## src/rtl/regfile_mp_if.sv

```systemverilog
// Bus bundle for the multi-port register file: read address/data, write
// enables/addresses/data and the reset-sweep busy flag.
interface regfile_mp_if #(
  parameter int XLEN   = 32,
  parameter int AW     = 5,
  parameter int NUM_RD = 2,
  parameter int NUM_WR = 2
);
  logic [NUM_RD*AW-1:0]   rd_addr;
  logic [NUM_RD*XLEN-1:0] rd_data;
  logic [NUM_WR-1:0]      wr_en;
  logic [NUM_WR*AW-1:0]   wr_addr;
  logic [NUM_WR*XLEN-1:0] wr_data;
  logic                   init_busy;

  // Pipeline side: issues reads and writes, observes data and busy
  modport master (
    output rd_addr, wr_en, wr_addr, wr_data,
    input  rd_data, init_busy
  );

  // Register file side
  modport slave (
    input  rd_addr, wr_en, wr_addr, wr_data,
    output rd_data, init_busy
  );
endinterface

```

## src/rtl/regfile_mp.sv

```systemverilog
// Multi-port integer register file for the ID/WB stages. Registered reads
// with same-edge write-to-read bypass, x0 hard-wired to zero, and a
// one-register-per-cycle reset sweep that loads the architectural start
// values (sp, gp, zero elsewhere) while init_busy is high.
module regfile_mp #(
  parameter int          XLEN    = 32,
  parameter int          NREGS   = 32,
  parameter int          NUM_RD  = 2,
  parameter int          NUM_WR  = 2,
  parameter int          SP_IDX  = 2,
  parameter logic [31:0] SP_INIT = 32'h0000_01F4,
  parameter int          GP_IDX  = 3,
  parameter logic [31:0] GP_INIT = 32'h1000_0000
) (
  input  logic         clk,
  input  logic         rst,
  regfile_mp_if.slave  bus
);
  localparam int AW = $clog2(NREGS);
  // NREGS widened by one bit so the range check also works for 2**AW
  localparam logic [AW:0] NREGS_W = (AW+1)'(NREGS);

  typedef enum logic {INIT, RUN} state_t;

  state_t            state_reg, state_next;
  logic [AW-1:0]     ptr_reg, ptr_next;
  logic              busy_reg, busy_next;
  logic [NUM_RD*XLEN-1:0] rd_data_reg;
  logic [NUM_RD*XLEN-1:0] rd_next;
  logic [NUM_WR-1:0]      wr_ok;
  logic [XLEN-1:0]        init_val;

  logic [XLEN-1:0] regs [NREGS];

  function automatic logic in_range(input logic [AW-1:0] a);
    return {1'b0, a} < NREGS_W;
  endfunction

  // Start value for the register currently addressed by the sweep
  always_comb begin
    init_val = '0;
    if (ptr_reg == AW'(SP_IDX))      init_val = XLEN'(SP_INIT);
    else if (ptr_reg == AW'(GP_IDX)) init_val = XLEN'(GP_INIT);
  end

  // FSM state, sweep pointer and busy flag
  always_ff @(posedge clk) begin
    if (rst) begin
      state_reg <= INIT;
      ptr_reg   <= '0;
      busy_reg  <= 1'b1;
    end else begin
      state_reg <= state_next;
      ptr_reg   <= ptr_next;
      busy_reg  <= busy_next;
    end
  end

  // Sweep advances one register per cycle and hands over to RUN after the last
  always_comb begin
    state_next = state_reg;
    ptr_next   = ptr_reg;
    busy_next  = busy_reg;
    case (state_reg)
      INIT: begin
        if (ptr_reg == AW'(NREGS - 1)) begin
          state_next = RUN;
          busy_next  = 1'b0;
        end else begin
          ptr_next = ptr_reg + AW'(1);
        end
      end
      RUN: begin
        busy_next = 1'b0;
      end
      default: begin
        state_next = INIT;
        ptr_next   = '0;
        busy_next  = 1'b1;
      end
    endcase
  end

  // A write port is effective only when enabled and aimed at a real, non-x0 register
  for (genvar gi = 0; gi < NUM_WR; gi++) begin : g_wr
    logic [AW-1:0] waddr;
    assign waddr     = bus.wr_addr[gi*AW +: AW];
    assign wr_ok[gi] = bus.wr_en[gi] && (waddr != '0) && in_range(waddr);
  end

  // Array update: sweep value during INIT, otherwise the write ports with the
  // highest index applied last so it wins on address collisions
  always_ff @(posedge clk) begin
    if (!rst) begin
      if (state_reg == INIT) begin
        regs[ptr_reg] <= init_val;
      end else begin
        for (int k = 0; k < NUM_WR; k++) begin
          if (wr_ok[k]) regs[bus.wr_addr[k*AW +: AW]] <= bus.wr_data[k*XLEN +: XLEN];
        end
      end
    end
  end

  // Per read port: zero for x0/out-of-range, else bypassed write data, else stored value
  for (genvar gi = 0; gi < NUM_RD; gi++) begin : g_rd
    logic [AW-1:0]   raddr;
    logic [XLEN-1:0] val;
    assign raddr = bus.rd_addr[gi*AW +: AW];

    // Same-edge bypass scans ports in ascending order so the highest index wins
    always_comb begin
      val = '0;
      if ((raddr != '0) && in_range(raddr)) begin
        val = regs[raddr];
        for (int k = 0; k < NUM_WR; k++) begin
          if (bus.wr_en[k] && (bus.wr_addr[k*AW +: AW] == raddr))
            val = bus.wr_data[k*XLEN +: XLEN];
        end
      end
    end

    assign rd_next[gi*XLEN +: XLEN] = val;
  end

  // Registered read data, held at zero through reset and the sweep
  always_ff @(posedge clk) begin
    if (rst || (state_reg == INIT)) rd_data_reg <= '0;
    else                            rd_data_reg <= rd_next;
  end

  assign bus.rd_data   = rd_data_reg;
  assign bus.init_busy = busy_reg;
endmodule

```

## src/flat_wrapper.sv

```systemverilog
// flat-port wrapper written by rule: the top's interface ports become plain ports
module regfile_mp_flat 
#(
  parameter int          XLEN    = 32,
  parameter int          NREGS   = 32,
  parameter int          NUM_RD  = 2,
  parameter int          NUM_WR  = 2,
  parameter int          SP_IDX  = 2,
  parameter logic [31:0] SP_INIT = 32'h0000_01F4,
  parameter int          GP_IDX  = 3,
  parameter logic [31:0] GP_INIT = 32'h1000_0000
)
  (clk, rst, bus_rd_addr, bus_wr_en, bus_wr_addr, bus_wr_data, bus_rd_data, bus_init_busy);
  regfile_mp_if #(.XLEN(XLEN), .AW(5), .NUM_RD(NUM_RD), .NUM_WR(NUM_WR)) bus_i ();
  input  logic clk;
  input  logic rst;
  input wire logic [$bits(bus_i.rd_addr)-1:0] bus_rd_addr;
  input wire logic [$bits(bus_i.wr_en)-1:0] bus_wr_en;
  input wire logic [$bits(bus_i.wr_addr)-1:0] bus_wr_addr;
  input wire logic [$bits(bus_i.wr_data)-1:0] bus_wr_data;
  output wire logic [$bits(bus_i.rd_data)-1:0] bus_rd_data;
  output wire logic [$bits(bus_i.init_busy)-1:0] bus_init_busy;
  assign bus_i.rd_addr = bus_rd_addr;
  assign bus_i.wr_en = bus_wr_en;
  assign bus_i.wr_addr = bus_wr_addr;
  assign bus_i.wr_data = bus_wr_data;
  assign bus_rd_data = bus_i.rd_data;
  assign bus_init_busy = bus_i.init_busy;
  regfile_mp #(.XLEN(XLEN), .NREGS(NREGS), .NUM_RD(NUM_RD), .NUM_WR(NUM_WR), .SP_IDX(SP_IDX), .SP_INIT(SP_INIT), .GP_IDX(GP_IDX), .GP_INIT(GP_INIT)) u_core (.clk(clk), .rst(rst), .bus(bus_i));
endmodule
```

## config.mk

```make
export PLATFORM = sky130hd
export DESIGN_NAME = regfile_mp_flat
export DESIGN_NICKNAME = d
export VERILOG_FILES = /design/src/rtl/regfile_mp_if.sv /design/src/rtl/regfile_mp.sv /design/src/flat_wrapper.sv
export SDC_FILE = /design/constraint.sdc
export NUM_CORES = 2
export LEC_CHECK = 0
export CAP_MARGIN = 20
export CORE_ASPECT_RATIO = 0.75
export CORE_MARGIN = 1
export CORE_UTILIZATION = 40
export CTS_BUF_LIST = sky130_fd_sc_hd__clkbuf_16
export CTS_CLUSTER_DIAMETER = 150
export DETAILED_ROUTE_END_ITERATION = 10
export GPL_TIMING_DRIVEN = 0
export MAX_ROUTING_LAYER = met4
export PLACE_DENSITY = 0.53
export SYNTH_ARGS = -nofsm -noshare
export SYNTH_HDL_FRONTEND = slang
export SYNTH_SLANG_ARGS = --single-unit
```

## constraint.sdc

```tcl
create_clock -name clk -period 9.7 [get_ports clk]
set_input_delay 0.97 -clock clk [delete_from_list [all_inputs] [get_ports clk]]
set_output_delay 0.97 -clock clk [all_outputs]
set_load 0.05 [all_outputs]
```

======== After elaboration in Yosys (flattened, before gate mapping) ========
Memories as Yosys holds them, arrays and structs flattened. A register that Yosys moved wholly into a read port is not among the register bits.
Cells that the tools add are included.
word-level totals
  bits in registers ....................... 7
  bits in writable memories ............... 1,024
  input port bits ......................... 88
  output and inout bits ................... 65
  word-level logic and storage cells ...... 44
  memories kept ........................... 1
cells by class
  add/sub/neg operators ................... 1
  equality and inequality tests ........... 4
  multiplexer cells ....................... 20
  bitwise gates (word level) .............. 4
  reduce and logical (&&, ||, !) cells .... 11
memory list
  name         depth  bits a word  rd ports  clocked after Yosys merged registers in  write ports  line              RTL
  u_core.regs  32     32           2         2                                        2            regfile_mp.sv:33  logic [XLEN-1:0] regs [NREGS];
operators with widths
  operator                                                number
  2-to-1 mux 29 bit                                       2
  2-to-1 mux 32 bit                                       1
  OR reduction 32 bit                                     1
  nonzero test 5 bit                                      4
  2-to-1 mux 1 bit                                        15
  == test 5 x 2 -> 1 bit (second input constant)          2
  adder 5 x 1 -> 5 bit (second input constant)            1
  == test 5 bit (second input constant)                   1
  2-to-1 mux 5 bit                                        1
  NOT 1 bit                                               4
  OR reduction 2 bit                                      2
  logical AND 1 bit                                       2
  inequality test 2 x 1 -> 1 bit (second input constant)  1
  case mux 1 bit (2 select lines)                         1
  AND reduction 2 bit                                     1
  logical OR 1 bit                                        1

======== Logic depth before layout (Yosys ltp) ========
  word-level depth ........................ 8
  depth in mapped cells ................... 11
  depth with buffers taken out ............ 7

======== Worst setup path before layout ========
OpenSTA, ideal clock, no wires.
  path kind ............................... in2reg
  start point ............................. input rst
  end point ............................... memory u_core.regs[1][0] (enable)
  library setup time ...................... 0.466 ns
  arrival time ............................ 4.245 ns
  data required time ...................... 9.234 ns
  slack ................................... 4.989 ns
  stages on the path ...................... 6
  buffers on the path ..................... 1
  path through ............................ buf_6 > nand3b_4 > a21oi_1 > nand2_1 > or2_2 > o21ai_0
RTL lines
  item         line                RTL
  from (decl)  flat_wrapper.sv:16  input logic rst;
  to (decl)    regfile_mp.sv:33

==> results.json <==
{
  "rr_startpoint": "u_core.state_reg$_SDFF_PP0_",
  "final-setup-viol-count": 0,
  "dieWidth_um": 457,
  "rows": 124,
  "crit_path_start": "bus_wr_addr[2]",
  "cts_root_buf": "clkbuf_16",
  "max-clock-path-buffers": 3,
  "r2r_cells": 7,
  "finalNetCount": 6090,
  "hold_viol_final": 0,
  "numCtsBuffers": 119,
  "violations": "DRC",
  "grt_use_total_pct": 42.8,
  "maxSlewHeadroom_pct": 6.92,
  "synth.distinct_cells": 67,
  "syn_area_mm2": 0.0620,
  "drc_errors": 17,
  "finClkSkew_ns": 0.0209,
  "hpwl_um": 259000,
  "cts_resized": 0,
  "p_clk_share_pct": 42.0,
  "final.setup.tns_ns": 0,
  "viasPerCell": 6.92,
  "grt_pass1_wl_um": 437000,
  "synth_cells": 5700,
  "status": "finished, violations left",
  "synth_fa_ha_area_share_pct": 0.0605,
  "yosys.area_share.simple_pct": 10.2,
  "async_flop_share_pct": 0,
  "comb_power_share_pct": 11.7,
  "total_leakage_power_nw": 23.1,
  "die_h_um": 343,
  "floorplan.initialDensity_pct": 40.5,
  "insertion_delay_ns": 0.80,
  "ios": 153,
  "grt_pass1_vias": 49700,
  "peakVddDrop_uv": 144,
  "drv_cap": 0,
  "hold_buffers": 0,
  "drt.antenna.violating_nets": 0,
  "coreArea_mm2": 0.153,
  "clk_pin_slew_ns": 0.07,
  "seqPwrFrac_pct": 46.3,
  "grt_max_degree": 29,
  "endpoint": "u_core.bus.rd_data[51]$_SDFF_PP0_",
  "cp-end-kind": "flop",
  "hp-class": "flop to flop",
  "power_density_mw_per_mm2": 157,
  "clock.fmax_mhz": 205,
  "synth_edf_count": 1024,
  "grt_setup_unrepaired": "no",
  "ys.warnings.count": 0,
  "cellInternalPower_mw": 8.01,
  "r2r_end": "u_core.bus.rd_data[51]$_SDFF_PP0_",
  "swShare_pct": 28.3,
  "switchingPower_mw": 3.16,
  "port_buffers": 111,
  "drive_gt1_share_pct": 12.5,
  "finalMaxSlewViolations": 0,
  "die_area_mm2": 0.157,
  "grt_antenna_before_repair": 27,
  "wl_per_cell_um": 41.1,
  "post-cts-setup-buffers": 0,
  "startpoint_type": "input port",
  "worstMarginPinSlew_ns": 1.40,
  "synth_area_per_cell_um2": 10.9,
  "synthXorXnorAreaFrac_pct": 0.184,
  "critical_path_class": "input port to flop",
  "worstPathArrival_ns": 5.48,
  "syn-num-nets": 5791,
  "fin_crit_ns": 4.88,
  "synthMuxAreaShare_pct": 17.6,
  "post-route-period-util_pct": 50.4,
  "yosys_register_bits": 1095,
  "largest_reg_flops": 1024,
  "grt_overflow_total": 0,
  "reg2reg_slack_ns": 5.25,
  "worstPathRequired_ns": 10.29,
  "gp_congestion": 1.18,
  "synth-seq-area-share_pct": 51.9,
  "first_pass_iters": 11,
  "cp_max_fo": 10,
  "wirelength_um": 334000,
  "synth_top_family_by_area": "multiplexers",
  "initialDrtViolationCount": 11000,
  "cts_sinks": 1095,
  "cts_tree": "built",
  "synthToLayoutAreaGrowth_pct": 14.9,
  "synth_flop_cell": "edfxtp_1",
  "synth_compound_gate_area_share_pct": 15.0,
  "final_core_util_pct": 46.5,
  "vias": 56300,
  "htree_levels": 3
}
## stage by stage
step | setup slack (ns) | total power, mW | hold WS [ns] | area [um2] | std cells
3_3_place_gp | 1.15 | 6.41 | 0.491 | 65700 | 7827
4_1_cts | 5.17 | 11.0 | 0.515 | 71100 | 8112
6_report | 4.82 | 11.2 | 0.499 | 71200 | 8137
5_1_grt | 5.12 | 11.3 | 0.534 | 71200 | 8127
3_5_place_dp | 4.38 | 6.45 | 0.500 | 67300 | 7889
2_1_floorplan | 4.99 | 5.84 | 0.521 | 62000 | 5700
## worst min path at each step
stage	cells after the start	from	to	slack, ns
final	1	u_core.bus.init_busy$_SDFFE_PP1N_	u_core.bus.init_busy$_SDFFE_PP1N_	0.50
after global routing	1	u_core.bus.init_busy$_SDFFE_PP1N_	u_core.bus.init_busy$_SDFFE_PP1N_	0.53
after CTS	1	u_core.bus.init_busy$_SDFFE_PP1N_	u_core.bus.init_busy$_SDFFE_PP1N_	0.52
after detailed placement	1	u_core.bus.init_busy$_SDFFE_PP1N_	u_core.bus.init_busy$_SDFFE_PP1N_	0.50
after global placement	1	u_core.bus.init_busy$_SDFFE_PP1N_	u_core.bus.init_busy$_SDFFE_PP1N_	0.49
after floorplan	2	u_core.ptr_reg[4]$_SDFFE_PP0P_	u_core.ptr_reg[4]$_SDFFE_PP0P_	0.52
## placed cells by master, fill, tap and decap left out, drive strengths merged, types with 9 or more instances in the layout
cell type      instances
o31ai                 30
a22oi                358
buf                  275
clkinv                53
nand3                169
a21oi                287
nand2                902
mux4                 256
nor2b                  9
o21ai                852
edfxtp              1024
diode                 20
and4                  34
nor2                 262
nor3                  45
inv                   71
and3                   9
clkdlybuf4s50        111
dfxtp                 71
nand4                 28
a32o                  35
clkbuf               606
mux2i                513
## cell type report
cell class              instances  area, um2
clock buffers                 129       3230
diodes                         20       50.0
well taps                    2016       2520
clock inverters                94        601
fillers                     14200      81900
plain buffers                 685       3010
inverters                      38        143
repair buffers                178       2430
multi-input cells            3882      27100
flip-flops and latches       1095      32200
## routing by layer
layer	wire length, um	global-route usage, %
met2	125000	53.4
met5	0	-
met4	17300	17.8
met3	65300	25.0
met1	126000	54.9
## synthesized netlist by cell type (4+ instances only)
master | number | area (um2)
or2_2 | 5 | 31.3
and3_1 | 9 | 56.3
nand2_1 | 902 | 3390
and2_1 | 7 | 43.8
nor2_1 | 259 | 972
o22ai_1 | 4 | 25.0
a32o_1 | 35 | 350
edfxtp_1 | 1024 | 30700
nand3_1 | 169 | 846
a21oi_1 | 286 | 1430
o31ai_1 | 30 | 225
xnor2_1 | 7 | 61.3
inv_1 | 35 | 131
a211oi_1 | 5 | 37.5
buf_4 | 65 | 488
dfxtp_1 | 71 | 1420
nand4_1 | 28 | 175
buf_1 | 29 | 109
nor4_1 | 6 | 37.5
xor2_1 | 6 | 52.6
buf_2 | 110 | 551
nor3_1 | 44 | 220
a22oi_1 | 358 | 2690
and4_1 | 34 | 298
nand2b_1 | 7 | 43.8
mux2i_1 | 513 | 5130
and4b_1 | 4 | 40.0
o21ai_0 | 823 | 4120
buf_6 | 5 | 56.3
o21ai_1 | 29 | 145
mux4_2 | 256 | 5770
nor2b_1 | 9 | 56.3
clkbuf_1 | 475 | 1780
## logic make-up after synthesis
logic type / count (synthesis)
multiplexers: 769
AND/OR/NAND/NOR: 1499
buffers and inverters: 723
AO/OA/AOI/OAI: 1598
adder cells (fa/ha/maj): 3
flip-flops: 1095
XOR/XNOR: 13
## critical path: stages
cell and delay [ns]:
clkdlybuf4s50_1 0.67, nor2_2 0.17, a21oi_1 0.86, clkbuf_1 0.76
nand2_1 0.68, inv_1 0.47, nor3_1 0.12, o31ai_1 0.75
## power by group through the flow
stage	sequential [mW]	combinational, mW	clock [mW]
detailed placement	5.27	1.18	0
global placement	5.27	1.14	0
CTS	5.17	1.18	4.66
global route	5.17	1.26	4.83
finish	5.17	1.30	4.69
floorplan	5.26	0.580	0
No activity file was read; power rests on OpenSTA's default activity.
